[src/rtl/seq_detect_param_if.sv]
// Bus between the pattern-detector and the logic that feeds it bits and
// reads its match status.
interface seq_detect_param_if #(
    parameter int LEN   = 8,
    parameter int CNT_W = 8
);
    logic             din;
    logic             din_valid;
    logic             overlap;
    logic             pat_load;
    logic [LEN-1:0]   pat_in;
    logic [LEN-1:0]   mask_in;
    logic             cnt_clr;
    logic             match;
    logic [CNT_W-1:0] match_count;
    logic             armed;

    modport master (
        output din, din_valid, overlap, pat_load, pat_in, mask_in, cnt_clr,
        input  match, match_count, armed
    );

    modport slave (
        input  din, din_valid, overlap, pat_load, pat_in, mask_in, cnt_clr,
        output match, match_count, armed
    );
endinterface

[src/rtl/seq_detect_param.sv]
// Parametrised serial pattern detector with a runtime-loadable pattern and
// don't-care mask, overlap/flush match modes and a saturating match counter.
module seq_detect_param #(
    parameter int             LEN         = 8,
    parameter logic [LEN-1:0] RST_PATTERN = LEN'(8'b01000101),
    parameter logic [LEN-1:0] RST_MASK    = '1,
    parameter int             CNT_W       = 8
) (
    input  logic               clk,
    input  logic               rst,
    seq_detect_param_if.slave  bus
);
    localparam int             FW        = $clog2(LEN + 1);
    localparam logic [FW-1:0]  FILL_FULL = FW'(LEN);
    localparam logic [FW-1:0]  FILL_LAST = FW'(LEN - 1);
    localparam logic [CNT_W-1:0] CNT_MAX = '1;

    typedef enum logic {
        S_FILL  = 1'b0,
        S_ARMED = 1'b1
    } state_t;

    // Only the LEN-1 newest bits are stored: the oldest bit of the window is
    // consumed by the compare and is never needed again.
    state_t           r_state;
    logic [LEN-2:0]   r_hist;
    logic [FW-1:0]    r_fill;
    logic [LEN-1:0]   r_pat;
    logic [LEN-1:0]   r_mask;
    logic             r_match;
    logic [CNT_W-1:0] r_count;

    state_t           w_state_next;
    logic [LEN-2:0]   w_hist_next;
    logic [FW-1:0]    w_fill_next;
    logic [LEN-1:0]   w_pat_next;
    logic [LEN-1:0]   w_mask_next;
    logic             w_match_next;
    logic [CNT_W-1:0] w_count_next;

    logic             w_accept;
    logic [LEN-1:0]   w_nh;
    logic [LEN-1:0]   w_miss;
    logic [FW-1:0]    w_fill_inc;
    logic             w_hit;

    assign w_accept   = bus.din_valid & ~bus.pat_load;
    assign w_nh       = {r_hist, bus.din};
    assign w_fill_inc = (r_fill == FILL_FULL) ? FILL_FULL : r_fill + 1'b1;

    generate
        for (genvar gi = 0; gi < LEN; gi++) begin : g_cmp
            assign w_miss[gi] = (w_nh[gi] ^ r_pat[gi]) & r_mask[gi];
        end
    endgenerate

    assign w_hit = w_accept && (r_fill >= FILL_LAST) && (w_miss == '0);

    always_comb begin
        w_state_next = r_state;
        w_hist_next  = r_hist;
        w_fill_next  = r_fill;
        w_pat_next   = r_pat;
        w_mask_next  = r_mask;
        w_match_next = 1'b0;
        w_count_next = r_count;

        if (bus.pat_load) begin
            w_pat_next   = bus.pat_in;
            w_mask_next  = bus.mask_in;
            w_hist_next  = '0;
            w_fill_next  = '0;
            w_state_next = S_FILL;
        end else if (bus.din_valid) begin
            w_match_next = w_hit;
            // armed reflects the window that was just completed, even when a
            // flush empties the history on this same edge.
            w_state_next = (w_fill_inc == FILL_FULL) ? S_ARMED : S_FILL;
            if (w_hit && !bus.overlap) begin
                w_hist_next = '0;
                w_fill_next = '0;
            end else begin
                w_hist_next = w_nh[LEN-2:0];
                w_fill_next = w_fill_inc;
            end
        end else begin
            w_state_next = (r_fill == FILL_FULL) ? S_ARMED : S_FILL;
        end

        if (bus.cnt_clr) begin
            w_count_next = '0;
        end else if (w_hit && (r_count != CNT_MAX)) begin
            w_count_next = r_count + 1'b1;
        end
    end

    always_ff @(posedge clk) begin
        if (rst) begin
            r_state <= S_FILL;
            r_hist  <= '0;
            r_fill  <= '0;
            r_pat   <= RST_PATTERN;
            r_mask  <= RST_MASK;
            r_match <= 1'b0;
            r_count <= '0;
        end else begin
            r_state <= w_state_next;
            r_hist  <= w_hist_next;
            r_fill  <= w_fill_next;
            r_pat   <= w_pat_next;
            r_mask  <= w_mask_next;
            r_match <= w_match_next;
            r_count <= w_count_next;
        end
    end

    assign bus.match       = r_match;
    assign bus.match_count = r_count;
    assign bus.armed       = (r_state == S_ARMED);
endmodule
[src/flat_wrapper.sv]
// flat-port wrapper written by rule: the top's interface ports become plain ports
module seq_detect_param_flat 
#(
    parameter int             LEN         = 8,
    parameter logic [LEN-1:0] RST_PATTERN = LEN'(8'b01000101),
    parameter logic [LEN-1:0] RST_MASK    = '1,
    parameter int             CNT_W       = 8
)
  (clk, rst, bus_din, bus_din_valid, bus_overlap, bus_pat_load, bus_pat_in, bus_mask_in, bus_cnt_clr, bus_match, bus_match_count, bus_armed);
  seq_detect_param_if #(.LEN(LEN), .CNT_W(CNT_W)) bus_i ();
  input  logic clk;
  input  logic rst;
  input wire logic [$bits(bus_i.din)-1:0] bus_din;
  input wire logic [$bits(bus_i.din_valid)-1:0] bus_din_valid;
  input wire logic [$bits(bus_i.overlap)-1:0] bus_overlap;
  input wire logic [$bits(bus_i.pat_load)-1:0] bus_pat_load;
  input wire logic [$bits(bus_i.pat_in)-1:0] bus_pat_in;
  input wire logic [$bits(bus_i.mask_in)-1:0] bus_mask_in;
  input wire logic [$bits(bus_i.cnt_clr)-1:0] bus_cnt_clr;
  output wire logic [$bits(bus_i.match)-1:0] bus_match;
  output wire logic [$bits(bus_i.match_count)-1:0] bus_match_count;
  output wire logic [$bits(bus_i.armed)-1:0] bus_armed;
  assign bus_i.din = bus_din;
  assign bus_i.din_valid = bus_din_valid;
  assign bus_i.overlap = bus_overlap;
  assign bus_i.pat_load = bus_pat_load;
  assign bus_i.pat_in = bus_pat_in;
  assign bus_i.mask_in = bus_mask_in;
  assign bus_i.cnt_clr = bus_cnt_clr;
  assign bus_match = bus_i.match;
  assign bus_match_count = bus_i.match_count;
  assign bus_armed = bus_i.armed;
  seq_detect_param #(.LEN(LEN), .RST_PATTERN(RST_PATTERN), .RST_MASK(RST_MASK), .CNT_W(CNT_W)) u_core (.clk(clk), .rst(rst), .bus(bus_i));
endmodule
[config.mk]
export PLATFORM = sky130hd
export DESIGN_NAME = seq_detect_param_flat
export DESIGN_NICKNAME = d
export VERILOG_FILES = /design/src/rtl/seq_detect_param_if.sv /design/src/rtl/seq_detect_param.sv /design/src/flat_wrapper.sv
export SDC_FILE = /design/constraint.sdc
export NUM_CORES = 1
export LEC_CHECK = 0
export ABC_AREA = 1
export CAP_MARGIN = 20
export CORE_ASPECT_RATIO = 0.8
export CORE_MARGIN = 2
export CORE_UTILIZATION = 45
export CTS_CLUSTER_SIZE = 10
export DETAILED_ROUTE_END_ITERATION = 7
export PLACE_DENSITY = 0.7
export SLEW_MARGIN = 20
export SYNTH_ARGS = -nofsm -noshare
export SYNTH_HDL_FRONTEND = slang
export SYNTH_SLANG_ARGS = --single-unit
[constraint.sdc]
create_clock -name clk -period 1.9 [get_ports clk]
set_input_delay 0.38 -clock clk [delete_from_list [all_inputs] [get_ports clk]]
set_output_delay 0.38 -clock clk [all_outputs]
set_load 0.01 [all_outputs]
; After elaboration in Yosys (flattened, before gate mapping)
; Index checks and enable logic that the tools add are counted.
[totals]
out_inout_bits = 10
regBits = 37
word_cells = 47
input_bits = 23
[classes]
n_bitwise = 19
magnitude_cmp = 1
n_reduce_logical = 9
mux = 6
addsub = 2
n_eq_ne = 3
[op_table]
columns = operator, count
row1 = $and A1 B1 Y1, 9
row2 = $add A8 B1 Y8 const B, 1
row3 = $eq A4 B4 Y1 const B, 2
row4 = $logic_not A8 Y1, 1
row5 = $mux W4, 2
row6 = $ne A8 B8 Y1 const B, 1
row7 = $xor A1 B1 Y1, 8
row8 = $mux W7, 1
row9 = $add A4 B1 Y4 const B, 1
row10 = $ge A4 B3 Y1 const B, 1
row11 = $logic_and A1 B1 Y1, 4
row12 = $reduce_or A2 Y1, 2
row13 = $mux W1, 3
row14 = $reduce_or A3 Y1, 1
row15 = $not A1 Y1, 2
row16 = $logic_not A1 Y1, 1

; Longest topological paths before layout
[depth]
word_depth = 6
mapped_depth = 11
mapped_depth_nobuf = 11

; Worst setup path before layout
; No wires, ideal clock.
[synth_timing]
path_type = reg2reg
startpoint = register u_core.r_count[0] (netlist: u_core.bus.match_count[0])
endpoint = register u_core.r_count[0] (netlist: u_core.bus.match_count[0])
synth_period_minus_slack_ps = 1540
t_required_ps = 1788
path_buffers = 0
setup_ps = 112
slack_ps = 360
arrival_ps = 1428
path_stages_with_launch = 9
path_cell_list = dfxtp_1 ha_1 nand2_1 nor3b_2 nand3_2 nand3_4 inv_2 nor2_1 nor2_1
[synth_via]
elab_chain_cells = 2
word_cells_on_any_way = 3
classes_between = 1 x add/sub / 1 x eq/ne / 1 x reduce/logical
[synth_lines]
columns = element, line
row1 = from (decl), seq_detect_param.sv:31  ; logic [CNT_W-1:0] r_count;
row2 = from (signal assigned), seq_detect_param.sv:113  ; r_count <= w_count_next;
row3 = "parallel branches: the longest is 2 deep, another holds $add A8 B1 Y8", --
; Parallel ways; which one is timed is not known.
; A chain may end at the register's enable or synchronous reset.

; Worst setup path in the final report
[layout_timing]
startpoint = register u_core.r_count[0] (netlist: u_core.bus.match_count[0])
endpoint = register u_core.r_count[1] (netlist: u_core.bus.match_count[1])
; Same word-level chain as after synthesis.

==> metrics.md <==
| Metric | Value |
|---|---|
| Final hold vios | `0` |
| Setup Viol. Count Final | `0` |
| Grt peak-use layer | `met2` |
| Cell Chain, Critical Path | `ha_1 -> nand2_1 -> nor3b_2 -> nand3_4 -> nand3_4 -> inv_2 -> nor2_1 -> nor2_1` |
| Die Footprint | `0.00454 mm²` |
| Clock tree buffer depth | `2` |
| RR Startpoint | `u_core.bus.match_count[0]` |
| Mapped cell area | `0.00181 mm²` |
| WL per Instance | `11.0 µm` |
| Slowest CP cell | `dfxtp_1` |
| Clk root buf | `clkbuf_8` |
| Largest stage delay, worst path | `0.41 ns` |
| Async set-reset flop share out of synthesis | `0%` |
| Commonest non-fill, non-tap cells in the layout | `nand2_1, dfxtp_1, clkdlybuf4s50_1` |
| GR met3 Demand/Resource | `5.48%` |
| Area share of the largest cell type after synthesis | `41.0%` |
| Max Freq | `0.588 GHz` |
| Post-CTS setup buffers | `0` |
| Worst skew pair latency | `0.29 ns` |
| Net count after synthesis | `290` |
| Vias in the first global route | `1424` |
| GR Layer Usage met2 | `28.3%` |
| #FFs+latches synth | `37` |
| FP Rows | `20` |
| # diodes | `0` |
| Crit-path max FO | `8` |
| Die height | `60.7 µm` |
| CTS tree | `built` |
| Largest cells by area after synthesis | `dfxtp_1, nand2_1, a21oi_1` |
| Worst Hold Launch | `u_core.r_mask[4]` |
| CTS clock-pin slew for the worst setup and hold paths | `0.07 ns` |
| RSZ-0062 raised after global routing | `no` |
| DRC viols | `0` |
| Critical path arrival | `1.89 ns` |
| Placed wire-length estimate | `2900 µm` |
| Via/cell ratio | `4.74` |
| Final period util | `89.6%` |
| Fin. max-slew vios | `0` |
| Reg2Reg Depth | `8` |
| WHS Path Cells | `2` |
| Max-Slew Margin vs Limit | `71.3%` |
| Total track usage | `19.0%` |
| Final nets | `330` |
| First DRT Iteration DRCs | `74` |
| Fin area | `0.00232 mm²` |
| Worst reg2reg path endpoint | `u_core.bus.match_count[1]` |
| Leakage | `1.02 nW` |
| Power Dens Cells | `662 mW/mm²` |
| Seq/Total Area, Yosys | `41.0%` |
| Layout Cells excl Fill | `359` |
| Initial antenna violation count | `0` |
| Post-synth top flop | `dfxtp_1` |
| Clock Skew | `0.00481 ns` |
| Setup crit start kind | `register` |
| Core outline area | `0.00383 mm²` |
| Synth cell types | `26` |
| Sink Count | `37` |
| Synth-to-Final Area Change | `28.6%` |
| M1 GR Usage | `27.4%` |
| Req. time, crit path | `2.08 ns` |
| Final core occ | `60.7%` |
| Fin Hold WS | `0.456 ns` |
| Gate Count Post-Synth | `264` |
| Port bufs | `32` |
| Largest area contributor in the netlist | `dfxtp_1` |
| Post-DP Area | `0.00223 mm²` |
| Synthesized area per cell | `6.85 µm²` |
| Slew at the pin closest to its max-slew limit | `0.429 ns` |
| Total congestion overflow | `0` |
| Worst slack, placed | `-0.0883 ns` |
| Initial Util | `47.2%` |
| Max_cap viols | `0` |
| First-pass GRT wire length | `6560 µm` |
| Status | `complete, no violations` |
| Post-synth EDFFs | `0` |
| HP Class | `register to register` |
| Worst Setup Path Type | `register to register` |
| CP Capture Type | `register` |
| Share of layout cells above drive strength 1 | `8.88%` |
| Most common cell after layout, fill and taps aside | `nand2_1` |
| RD Place Congestion | `0.760` |
| Post-layout min period | `1.70 ns` |
| Depth of the CTS H-tree | `2` |
| Worst hold endpoint | `u_core.r_mask[4]` |
| Pin count of the biggest net entering global routing | `19` |
| CTS Buf Count | `5` |
| Number of top-level pins | `33` |
| Max VDD drop | `0.000536 V` |
| Setup slack after layout | `0.198 ns` |
| Total Wirelength | `3960 µm` |
| DR vias | `1702` |
| Placed insts | `352` |
| Die width | `74.9 µm` |
| Ys Warns | `0` |
| Drt pass-1 iters | `4` |
| CP startpoint | `u_core.bus.match_count[0]` |
| Post-route ant nets | `0` |
| FF-to-FF setup slack | `0.20 ns` |
layer usage:
metal  vias to the layer above  part of all wire [%]
met5                         -                     0
met4                         0                  0.78
li1                        914                     -
met3                         6                   3.0
met1                       755                    53
met2                        27                    43
critical path: cells and delay by family (launching register included):
family / cells / cell delay (ns)
flops: 1 / 0.41
buf+inv: 1 / 0.05
fa+ha+maj: 1 / 0.21
simple gates: 6 / 0.92
area by class of cell:
cell class	instances	area (µm²)
clock buffer	7	86.3
fill	383	1500
inverter	30	115
multi-input combinational	189	913
sequential	37	741
tap	55	68.8
timing repair buffer	41	400
per-stage QoR:
stage	total power [mW]	TNS (ns)
finish	1.54	0
global route	1.61	0
CTS	1.56	0
detailed placement	1.01	-1.20
global placement	1.01	-0.602
floorplan	0.924	0
cells by family after synthesis:
| group | share of synthesized area (%) |
|---|---|
| buf+inv | 8.93 |
| fa+ha+maj | 2.08 |
| xor+xnor | 1.94 |
| compound gates | 8.30 |
| flops | 41.0 |
| simple gates | 37.8 |
synthesized netlist by cell type, drive strengths merged (3+ instances only):
cell type	instances
a21oi	21
buf	3
clkbuf	5
dfxtp	37
ha	3
inv	30
nand2	87
nand3	21
nand4	8
nor2	31
o21ai	9
xor2	4
registers in the layout, summed over array words and instances, names as in the netlist:
name,count
u_core.bus.match_count,8
u_core.r_mask,8
u_core.r_pat,8
u_core.r_hist,7
u_core.r_fill,4
u_core.bus.armed,1
u_core.bus.match,1
what timing repair did:
action	CTS	global route
hold buffers	0	0
gates resized for setup	0	1
endpoints found under the setup margin	0	1
worst max path at each step:
stage	endpoint	slack (ns)	depth (start not counted)
floorplan	u_core.bus.match_count[0]	0.36	8
global route	u_core.bus.match_count[0]	0.02	8
detailed placement	u_core.r_hist[6]	-0.09	8
finish	u_core.bus.match_count[1]	0.20	8
CTS	u_core.bus.match_count[1]	0.21	8
global placement	u_core.r_hist[4]	-0.05	10
where the power goes:
group | switching [mW] | internal [mW] | total [mW]
Sequential | 0.0164 | 0.802 | 0.818
Combinational | 0.0876 | 0.0834 | 0.171
Clock | 0.263 | 0.288 | 0.551
Power figures use the tool's default switching activity.
==> patch 1 (config.mk and constraints unchanged) <==
`CNT_W` is set to 8 in 3 places; all go to 6.
--- a/src/rtl/seq_detect_param_if.sv
+++ b/src/rtl/seq_detect_param_if.sv
@@ -2,7 +2,7 @@
 // reads its match status.
 interface seq_detect_param_if #(
     parameter int LEN   = 8,
-    parameter int CNT_W = 8
+    parameter int CNT_W = 6
 );
     logic             din;
     logic             din_valid;
--- a/src/rtl/seq_detect_param.sv
+++ b/src/rtl/seq_detect_param.sv
@@ -4,7 +4,7 @@
     parameter int             LEN         = 8,
     parameter logic [LEN-1:0] RST_PATTERN = LEN'(8'b01000101),
     parameter logic [LEN-1:0] RST_MASK    = '1,
-    parameter int             CNT_W       = 8
+    parameter int             CNT_W       = 6
 ) (
     input  logic               clk,
     input  logic               rst,
--- a/src/flat_wrapper.sv
+++ b/src/flat_wrapper.sv
@@ -4,7 +4,7 @@
     parameter int             LEN         = 8,
     parameter logic [LEN-1:0] RST_PATTERN = LEN'(8'b01000101),
     parameter logic [LEN-1:0] RST_MASK    = '1,
-    parameter int             CNT_W       = 8
+    parameter int             CNT_W       = 6
 )
   (clk, rst, bus_din, bus_din_valid, bus_overlap, bus_pat_load, bus_pat_in, bus_mask_in, bus_cnt_clr, bus_match, bus_match_count, bus_armed);
   seq_detect_param_if #(.LEN(LEN), .CNT_W(CNT_W)) bus_i ();
Ports: changed (resized bus_match_count); port bits go from 33 to 31. No check against the original RTL was run, so the function may have changed too.
==> patch 1 against the unedited design <==
Area after synthesis fell by 6.5%. Routed wire length shrank 11%. Total power up 6.5%. Worst setup slack improved by 0.040 ns. Highest routed layer unchanged. Sequential cell count down 2. Clock power up 26%. Critical endpoint is now bus_match_count[0]. Design area decreased by 5.1%. Core utilization grew 2.0 points. Sequential share of layout area is 0.12 points lower.
==> patch 1: results (changes against the unedited design) <==
Place
  – DPL Wire Length: 2540 um (-13%)
  – PortBufs: 30 (-6.3%)
  – Routability cong.: 0.831 (+9.3%)

Synth
  – Synth cell count leaders: nand2_1 (66), dfxtp_1 (35), inv_1 (24)
  – Syn_nets: 267 (-7.9%)
  – Synth area leaders: dfxtp_1 (41%), nand2_1 (15%), a21oi_1 (5.9%)
  – Synth Area in Adders: 0.0222 (+0.00144)

Setup path
  – RR Startpoint: u_core.r_fill[0]$_SDFFE_PP0P_
  – CP Data Arrival Time: 1.28 ns (-0.61 ns)
  – Crit Path Max Fanout: 5 (-3)
  – Reg2reg path depth: 11 (+3)
  – Top Family by Delay on Critical Path: buffers and inverters
  – Worst Setup EP: bus_match_count[0]
  – Register-to-Register Setup Slack: 0.32 ns (+0.12 ns)
  – R2r endpoint: u_core.r_hist[0]$_SDFFE_PP0P_

Pwr
  – Int Power: 1.27 mW (+8.1%)
  – Clock network power share: 0.425 (+0.067)
  – Seq pwr share: 0.472 (-0.059)
  – VDD IR-drop max: 0.507 mV (-5.3%)

Routing
  – Total routed wirelength: 3520 um (-11%)
  – Post-Route M1 WL: 1720 um (-18%)
  – DRT iter0 DRCs: 101 (+36%)

Global routing
  – Number of global-route vias before repair: 1,395 (-2.0%)
  – GRT Resource Usage Total: 0.183 (-0.00639)

Final layout
  – Fraction of layout cells with a size suffix above 1: 0.129 (+0.0398)

Outcome
  – Outcome: completed
[patch 1: area by class of cell]
class,instances,share of cell area
Multi-Input combinational cell,172,0.382
Sequential cell,35,0.317
Timing Repair Buffer,39,0.178
Inverter,26,0.0454
Clock buffer,6,0.0374
Tap cell,42,0.0238
Clock inverter,2,0.0159
[patch 1: worst min-delay path: cells and delay by family (launching register included)]
kind,cells,cell delay (ns)
and+or+nand+nor,2,0.10
DFF,1,0.33
[patch 1: per-stage QoR]
stage | std cells | utilization | power, mW | setup WS (ns) | area, um^2
2_1_floorplan | 241 | - | 0.880 | 0.426 | 1690
4_1_cts | 322 | 0.627 | 1.66 | 0.230 | 2210
3_5_place_dp | 314 | 0.594 | 0.961 | -0.0355 | 2090
6_report | 322 | 0.627 | 1.64 | 0.238 | 2210
3_3_place_gp | 314 | 0.594 | 0.959 | -0.0127 | 2090
5_1_grt | 322 | 0.627 | 1.71 | 0.117 | 2210
==> patch 2 (config.mk and constraints unchanged) <==
Made on the original files. Make the reset (`rst`) asynchronous in one clocked block.
--- a/src/rtl/seq_detect_param.sv
+++ b/src/rtl/seq_detect_param.sv
@@ -94,7 +94,7 @@
         end
     end
 
-    always_ff @(posedge clk) begin
+    always_ff @(posedge clk or posedge rst) begin
         if (rst) begin
             r_state <= S_FILL;
             r_hist  <= '0;
Check against the original RTL: differs if rst is asserted again (counterexample within 10 cycles, from zero or initial values and one cycle with rst high); with rst held inactive, the same outputs for 10 cycles.
==> patch 2 against the unedited design <==
Routed wire length grew 7.5%. Sequential share of layout area grew 5.8 points. Clock skew shrank 0.00063 ns. Worst setup slack gained 0.0084 ns. Register-to-register slack gained 0.05 ns. Critical path depth shrank 7. Highest routed layer unchanged. Core utilization shrank 1.8 points. Area after synthesis grew 11%. Design area grew 7.2%. Die area grew 10%. Sequential cell count is the same. Total power grew 3.3%.
==> patch 2: results (changes against the unedited design) <==
Outcome
  – Outcome: completed

Synth
  – Post-synth cell types: 25 (-3.8%)
  – Syn_nets: 299 (+3.1%)
  – Seq/Total Area, Yosys: 0.469 (+0.0597)

Setup path
  – Register-to-Register Setup Slack: 0.25 ns (+0.05 ns)
  – Setup crit start: u_core.bus.match_count[5]$_DFFE_PP0P_
  – Slowest stage delay, CP: 0.58 ns (+0.17 ns)
  – Worst Setup EP: bus_match_count[5]
  – Top Family by Delay on Critical Path: buffers and inverters
  – RR Startpoint: u_core.r_fill[1]$_DFFE_PP0P_
  – CP Data Arrival Time: 1.31 ns (-0.58 ns)
  – R2r endpoint: u_core.r_fill[3]$_DFFE_PP0P_
  – Reg2reg path depth: 10 (+2)

Routing
  – Vias: 1,737 (+2.1%)
  – DRT iter0 DRCs: 73 (-1.4%)

Global routing
  – Largest net degree at the start of global routing: 38 (+19)
  – Met2 Usage GRT: 0.298 (+0.0149)
  – Number of global-route vias before repair: 1,709 (+20%)

Pwr
  – VDD IR-drop max: 0.457 mV (-15%)

Place
  – Placed Area: 2410 um^2 (+8.1%)
  – Pre-CTS WS: -0.0346 ns (+0.0537 ns)
  – DPL Wire Length: 3090 um (+6.4%)

Timing
  – Final Hold Slack: 0.467 ns (+0.0115 ns)
  – Worst-margin pin slew: 0.718 ns (+0.288 ns)
  – Clock Skew: 0.00418 ns (-0.000628 ns)

Hold path
  – HP Start: u_core.r_mask[1]$_DFFE_PP1P_

Final layout
  – Fraction of layout cells with a size suffix above 1: 0.111 (+0.0226)
[patch 2: power groups by stage]
stage               Clock (mW)  Combinational [mW]  Sequential [mW]
floorplan                    0               0.126            0.873
global placement             0               0.201            0.880
detailed placement           0               0.205            0.881
CTS                      0.541               0.206            0.867
global route             0.577               0.236            0.873
finish                   0.520               0.203            0.867
[patch 2: cells by family after synthesis]
kind of cell	count (synthesis)	share of synthesized area
flip-flops	37	0.469
AO/OA/AOI/OAI	9	0.0237
adder cells (fa/ha/maj)	3	0.0188
buffers and inverters	39	0.0806
XOR/XNOR	5	0.0219
AND/OR/NAND/NOR	180	0.386
[patch 2: area by class of cell]
type,instances,area (um^2)
Sequential cell,37,940
Inverter,32,120
Timing Repair Buffer,40,380
Tap cell,57,71.3
Multi-Input combinational cell,197,901
Fill cell,403,1740
Clock buffer,8,80.1
[patch 2: metal layers]
metal,vias up,share of wire,routed length [um]
met1,770,0.52,2200
met2,41,0.41,1750
met4,0,0.017,71
met3,5,0.054,228
met5,-,0,0
li1,921,-,-
